[src/rtl/sha256_pkg.sv]
// rtl/sha256_pkg.sv - shared types and padding helpers for the SHA-256 front end
package sha256_pkg;

    typedef enum logic [1:0] {
        IDLE,
        FILL,
        PRESENT,
        DONE
    } state_e;

    typedef struct packed {
        logic       valid;
        logic [3:0] slot;
        logic       from_mem;
    } fill_pipe_t;

    localparam logic [31:0] SHA256_PAD_WORD = 32'h8000_0000;

    // Marker plus 64-bit length need three extra words beyond the message.
    function automatic int num_blocks(input int words);
        return (words + 3 + 15) / 16;
    endfunction

    function automatic logic [31:0] pad_word(
        input logic [15:0] g,
        input logic [3:0]  slot,
        input logic        last,
        input logic [31:0] mem_word,
        input int          words
    );
        if (int'(g) < words) begin
            return mem_word;
        end else if (int'(g) == words) begin
            return SHA256_PAD_WORD;
        end else if (last && slot == 4'd15) begin
            return 32'(words * 32);
        end else begin
            return 32'h0;
        end
    endfunction

endpackage

[src/rtl/sha256_block_padder.sv]
// rtl/sha256_block_padder.sv - reads a message from SRAM and presents padded 512-bit blocks
module sha256_block_padder
    import sha256_pkg::*;
#(
    parameter int NUM_OF_WORDS = 20
) (
    input  logic         clk,
    input  logic         reset_n,
    input  logic         start,
    input  logic [15:0]  message_addr,
    output logic         mem_clk,
    output logic         mem_we,
    output logic [15:0]  mem_addr,
    input  logic [31:0]  mem_read_data,
    output logic         block_valid,
    input  logic         block_ready,
    output logic [511:0] block_data,
    output logic [7:0]   block_idx,
    output logic         block_last,
    output logic         busy,
    output logic         done
);

    localparam int          NUM_BLOCKS = num_blocks(NUM_OF_WORDS);
    localparam logic [7:0]  LAST_BLK   = 8'(NUM_BLOCKS - 1);
    localparam logic [15:0] NWORDS     = 16'(NUM_OF_WORDS);

    state_e      state_q, state_d;
    logic [4:0]  slot_q, slot_d;
    logic [7:0]  blk_q, blk_d;
    logic [15:0] base_q, base_d;
    logic [15:0] mem_addr_q, mem_addr_d;
    fill_pipe_t  pipe_q, pipe_d;
    logic [31:0] buf_q [16];
    logic [31:0] buf_d [16];
    logic        block_valid_q, block_valid_d;
    logic        block_last_q, block_last_d;
    logic        done_q, done_d;
    logic        busy_q, busy_d;

    logic [15:0] issue_g, next_g, land_g, first_g;

    always_comb begin
        state_d       = state_q;
        slot_d        = slot_q;
        blk_d         = blk_q;
        base_d        = base_q;
        mem_addr_d    = mem_addr_q;
        pipe_d        = '0;
        buf_d         = buf_q;
        block_valid_d = block_valid_q;
        block_last_d  = block_last_q;
        done_d        = 1'b0;

        issue_g = {4'b0, blk_q, slot_q[3:0]};
        next_g  = issue_g + 16'd1;
        land_g  = {4'b0, blk_q, pipe_q.slot};
        first_g = {4'b0, blk_q + 8'd1, 4'b0};

        // Landing stage: every slot, constant or fetched, is written one cycle after issue.
        if (pipe_q.valid) begin
            buf_d[pipe_q.slot] = pad_word(land_g, pipe_q.slot, blk_q == LAST_BLK,
                                          pipe_q.from_mem ? mem_read_data : 32'h0,
                                          NUM_OF_WORDS);
        end

        case (state_q)
            IDLE: begin
                if (start) begin
                    base_d     = message_addr;
                    blk_d      = 8'd0;
                    slot_d     = 5'd0;
                    mem_addr_d = message_addr;
                    state_d    = FILL;
                end
            end
            FILL: begin
                if (!slot_q[4]) begin
                    pipe_d.valid    = 1'b1;
                    pipe_d.slot     = slot_q[3:0];
                    pipe_d.from_mem = issue_g < NWORDS;
                    slot_d          = slot_q + 5'd1;
                    // Address for the following issue cycle; held once the message is exhausted.
                    if (slot_q[3:0] != 4'd15 && next_g < NWORDS) begin
                        mem_addr_d = base_q + next_g;
                    end
                end
                if (pipe_q.valid && pipe_q.slot == 4'd15) begin
                    state_d       = PRESENT;
                    block_valid_d = 1'b1;
                    block_last_d  = blk_q == LAST_BLK;
                end
            end
            PRESENT: begin
                if (block_ready) begin
                    block_valid_d = 1'b0;
                    block_last_d  = 1'b0;
                    if (blk_q != LAST_BLK) begin
                        blk_d   = blk_q + 8'd1;
                        slot_d  = 5'd0;
                        state_d = FILL;
                        if (first_g < NWORDS) begin
                            mem_addr_d = base_q + first_g;
                        end
                    end else begin
                        state_d = DONE;
                        done_d  = 1'b1;
                    end
                end
            end
            DONE: begin
                state_d = IDLE;
            end
            default: state_d = IDLE;
        endcase

        busy_d = state_d != IDLE;
    end

    always_ff @(posedge clk or negedge reset_n) begin
        if (!reset_n) begin
            state_q       <= IDLE;
            slot_q        <= '0;
            blk_q         <= '0;
            base_q        <= '0;
            mem_addr_q    <= '0;
            pipe_q        <= '0;
            block_valid_q <= 1'b0;
            block_last_q  <= 1'b0;
            done_q        <= 1'b0;
            busy_q        <= 1'b0;
            for (int i = 0; i < 16; i++) begin
                buf_q[i] <= '0;
            end
        end else begin
            state_q       <= state_d;
            slot_q        <= slot_d;
            blk_q         <= blk_d;
            base_q        <= base_d;
            mem_addr_q    <= mem_addr_d;
            pipe_q        <= pipe_d;
            block_valid_q <= block_valid_d;
            block_last_q  <= block_last_d;
            done_q        <= done_d;
            busy_q        <= busy_d;
            buf_q         <= buf_d;
        end
    end

    for (genvar i = 0; i < 16; i++) begin : g_flat
        assign block_data[511 - 32*i -: 32] = buf_q[i];
    end

    assign mem_clk     = clk;
    assign mem_we      = 1'b0;
    assign mem_addr    = mem_addr_q;
    assign block_valid = block_valid_q;
    assign block_idx   = blk_q;
    assign block_last  = block_last_q;
    assign busy        = busy_q;
    assign done        = done_q;

endmodule
[config.mk]
export PLATFORM = sky130hd
export DESIGN_NAME = sha256_block_padder
export DESIGN_NICKNAME = d
export VERILOG_FILES = /design/src/rtl/sha256_pkg.sv /design/src/rtl/sha256_block_padder.sv
export SDC_FILE = /design/constraint.sdc
export NUM_CORES = 1
export LEC_CHECK = 0
export BUFFER_PORTS_ARGS = -buffer_cell sky130_fd_sc_hd__buf_2
export CORE_MARGIN = 2
export CORE_UTILIZATION = 36
export DETAILED_ROUTE_END_ITERATION = 12
export GPL_ROUTABILITY_DRIVEN = 1
export HOLD_SLACK_MARGIN = 0.15
export REMOVE_ABC_BUFFERS = 1
export SYNTH_ARGS = -nofsm -noshare
export SYNTH_HDL_FRONTEND = slang
export SYNTH_SLANG_ARGS = --single-unit
[constraint.sdc]
create_clock -name clk -period 3.75 [get_ports clk]
set_input_delay 0.1875 -clock clk [delete_from_list [all_inputs] [get_ports clk]]
set_output_delay 0.1875 -clock clk [all_outputs]
set_load 0.03 [all_outputs]
==> run summary <==
routability cong. = 0.917
final core occ = 0.468
cell internal pwr = 13.0 mW
Slew HR = 0.311
Clk pwr share = 0.309
Pwr Density = 739 nW/um^2
DRT Wirelength = 82,400 um
prevailing post-synth register cell = dfrtp_1
detailed-route wire length per cell = 22.3 um
Worst Path Arrival = 3880 ps
Design Area, Final = 29,000 um^2
hold path cells = 3
sequential power share = 0.373
net load switching power = 8.40 mW
average cell area after synthesis = 10.1 um^2
reg2reg start = slot_q[1]
critical path class = reg2reg
startpoint types = register
CTS tree = yes
crit path cell chain = ha_1 -> nand3_1 -> nor2_1 -> nand2_1 -> xnor2_1 -> ha_1 -> nand3_1 -> a21boi_0 -> a2111oi_0 -> buf_4 -> a211oi_1 -> xnor2_1 -> o221ai_1 -> mux2_2
combinational share of power = 0.318
R2R Setup Slk = 450 ps
vias in the first global route = 17,919
Finished Layout Cells = 3,692
starting density of the core = 0.365
setup_tns = 0 ps
pin count of the biggest net entering global routing = 78
GRT Residual Overflow = 0
register area share after synthesis = 0.630
Layout area overhead = 28.4%
Crit path largest cell delay = 450 ps
routed via count = 18,878
share of cells above drive strength 1 = 0.278
fin crit share = 0.880
HP Class = in2reg
I/O Buffers = 592
Reg clk slew, reported paths = 60 ps
HPWL Detailed = 58,200 um
DR DRC count = 0
Crit. End Element = register
post-route ant nets = 0
worst skew pair latency = 730 ps
crit path time final = 3300 ps
Tightest Pin Transition = 1030 ps
Core ar. = 61,900 um^2
Final Max Slew Viols = 0
status = completed
Post-CTS Setup Bufs = 0
I/O Pins = 594
Peak VDD IR = 0.000607 V
Iter 0 DRT Violations = 1,598
first-pass GRT wire length = 120,000 um
Pleak = 14.0 nW
Layout Nets = 2,891
synthesized netlist cell count = 2,234
post-synthesis cell area = 22,600 um^2
WHS Endpoint = block_data[362]
placed insts = 3,532
initial antenna violation count = 4
warnings from Yosys = 0
die footprint = 64,800 um^2
RSZ-0062 raised after global routing = false
R2R Path End = mem_addr[15]
Crit path max-delay family = compound AO/OA/AOI/OAI gates
Worst EP required = 4340 ps
Die Ht = 255 um
Placed Area = 26,300 um^2
worst reg2reg path depth = 14
worst path bufs/invs = 1
asr flop ratio synth = 1.00
Sw Share = 0.392
EDFF count, synth = 0
Fin. Hold Viols = 0
post-route clock skew = 39.5 ps
# fillers = 5,927
# rows = 91
DRT Pass-1 Iters = 5
vias per cell = 5.11
number of distinct library cells after synthesis = 64
Hold Path Origin = mem_read_data[10]
fmax = 303 MHz
max-cap violations = 0
crit path max fanout = 7
Die W = 255 um
Final Setup Violations = 0
Critical-path top delay cell = dfrtp_1
Synth Register Bits = 569
gr usage total = 0.251
smallest hold slack = 180 ps
==> repair_timing <==
action / 4_1_cts / 5_1_grt
gates resized for setup: 0 / 0
hold buffers: 41 / 0
hold endpoints to repair: 770 / 0
==> state kept, by name, summed over array words and instances (netlist names) <==
register     cells
block_data     512
block_last       1
done             1
block_idx        8
state_q          2
slot_q           5
busy             1
pipe_q           2
block_valid      1
base_q          16
mem_addr        16
land_g           4
==> layout make-up <==
type | instances | area [um^2] | area share
clock inverters | 24 | 363 | 0.0125
well taps | 837 | 1050 | 0.0361
multi-input cells | 1471 | 7600 | 0.262
flip-flops and latches | 569 | 14200 | 0.491
inverters | 18 | 67.6 | 0.00233
diodes | 2 | 5.00 | 0.000172
repair buffers | 677 | 3810 | 0.131
clock buffers | 94 | 1880 | 0.0649
==> routing by layer <==
metal / global-route usage / share of wire
met1: 0.311 / 0.39
met2: 0.408 / 0.48
met3: 0.0684 / 0.087
met4: 0.119 / 0.045
met5: 0 / 0.000085
==> power groups by stage <==
stage	clock network [mW]	logic [mW]	registers, mW
after detailed placement	0.0336	6.79	8.09
after global routing	7.03	7.32	8.12
after global placement	0.0336	6.71	8.03
after floorplan	0	2.21	9.90
after CTS	6.75	6.85	7.99
final	6.62	6.82	8.00
==> how the worst max path moves through the flow <==
| stage | start | to | slack, ps | depth (start not counted) |
|---|---|---|---|---|
| 2_1_floorplan | block_idx[0] | mem_addr[13] | 470 | 13 |
| 5_1_grt | slot_q[1] | mem_addr[13] | 80 | 13 |
| 6_report | slot_q[1] | mem_addr[15] | 450 | 14 |
| 3_5_place_dp | slot_q[0] | mem_addr[15] | 490 | 14 |
| 3_3_place_gp | slot_q[0] | mem_addr[13] | 370 | 13 |
| 4_1_cts | slot_q[0] | mem_addr[15] | 460 | 14 |
==> synthesized netlist by cell type (7+ instances only) <==
cell | count | area, um^2
a211oi_1 | 7 | 52.6
a21o_1 | 8 | 60.1
a21oi_1 | 31 | 155
a31oi_1 | 7 | 43.8
and3_1 | 10 | 62.6
buf_4 | 18 | 135
clkbuf_1 | 149 | 559
dfrtp_1 | 569 | 14200
ha_1 | 30 | 375
inv_1 | 18 | 67.6
mux2_2 | 20 | 225
mux2_4 | 8 | 120
nand2_1 | 592 | 2220
nand2b_1 | 15 | 93.8
nand3_1 | 11 | 55.1
nor2_1 | 45 | 169
nor3_1 | 12 | 60.1
o21ai_0 | 555 | 2780
xnor2_1 | 21 | 184
xor2_1 | 12 | 105
==> metrics by stage <==
stage          total power, mW  worst slack, ps
2_1_floorplan             12.1              471
3_3_place_gp              14.8              371
3_5_place_dp              14.9              490
4_1_cts                   21.6              464
5_1_grt                   22.5             81.5
6_report                  21.4              451
==> cell families (layout without fill, tap and decap cells) <==
logic type / Yosys count / in the layout / synth area share
multiplexers: 33 / 33 / 0.0175
flip-flops: 569 / 569 / 0.630
buffers and inverters: 194 / 813 / 0.0361
other: 1 / 3 / 0.000166
adder cells (fa/ha/maj): 32 / 32 / 0.0184
XOR/XNOR: 34 / 34 / 0.0135
AO/OA/AOI/OAI: 649 / 649 / 0.152
AND/OR/NAND/NOR: 722 / 722 / 0.132
==> layout by cell type, fill, tap and decap left out, types with 6 or more instances in the layout <==
cell	count
nand3_1	9
buf_4	39
bufinv_16	6
nand2_1	584
a31oi_1	7
nand2b_1	13
clkinv_2	9
nand2_2	8
mux2_4	8
a21oi_1	31
inv_1	18
dlygate4sd3_1	40
nor3_1	12
ha_1	30
nor2_1	45
buf_12	6
clkbuf_16	69
clkbuf_8	6
dfrtp_1	569
xnor2_1	21
a211oi_1	7
and3_1	9
o21ai_0	555
clkbuf_1	18
xor2_1	12
buf_2	591
a21o_1	8
mux2_2	20
==> tightest hold or removal path, cell delays in order <==
cell and delay (ps):
buf_2 80, nand2_1 320, o21ai_0 280
No activity file was read; power rests on OpenSTA's default activity.
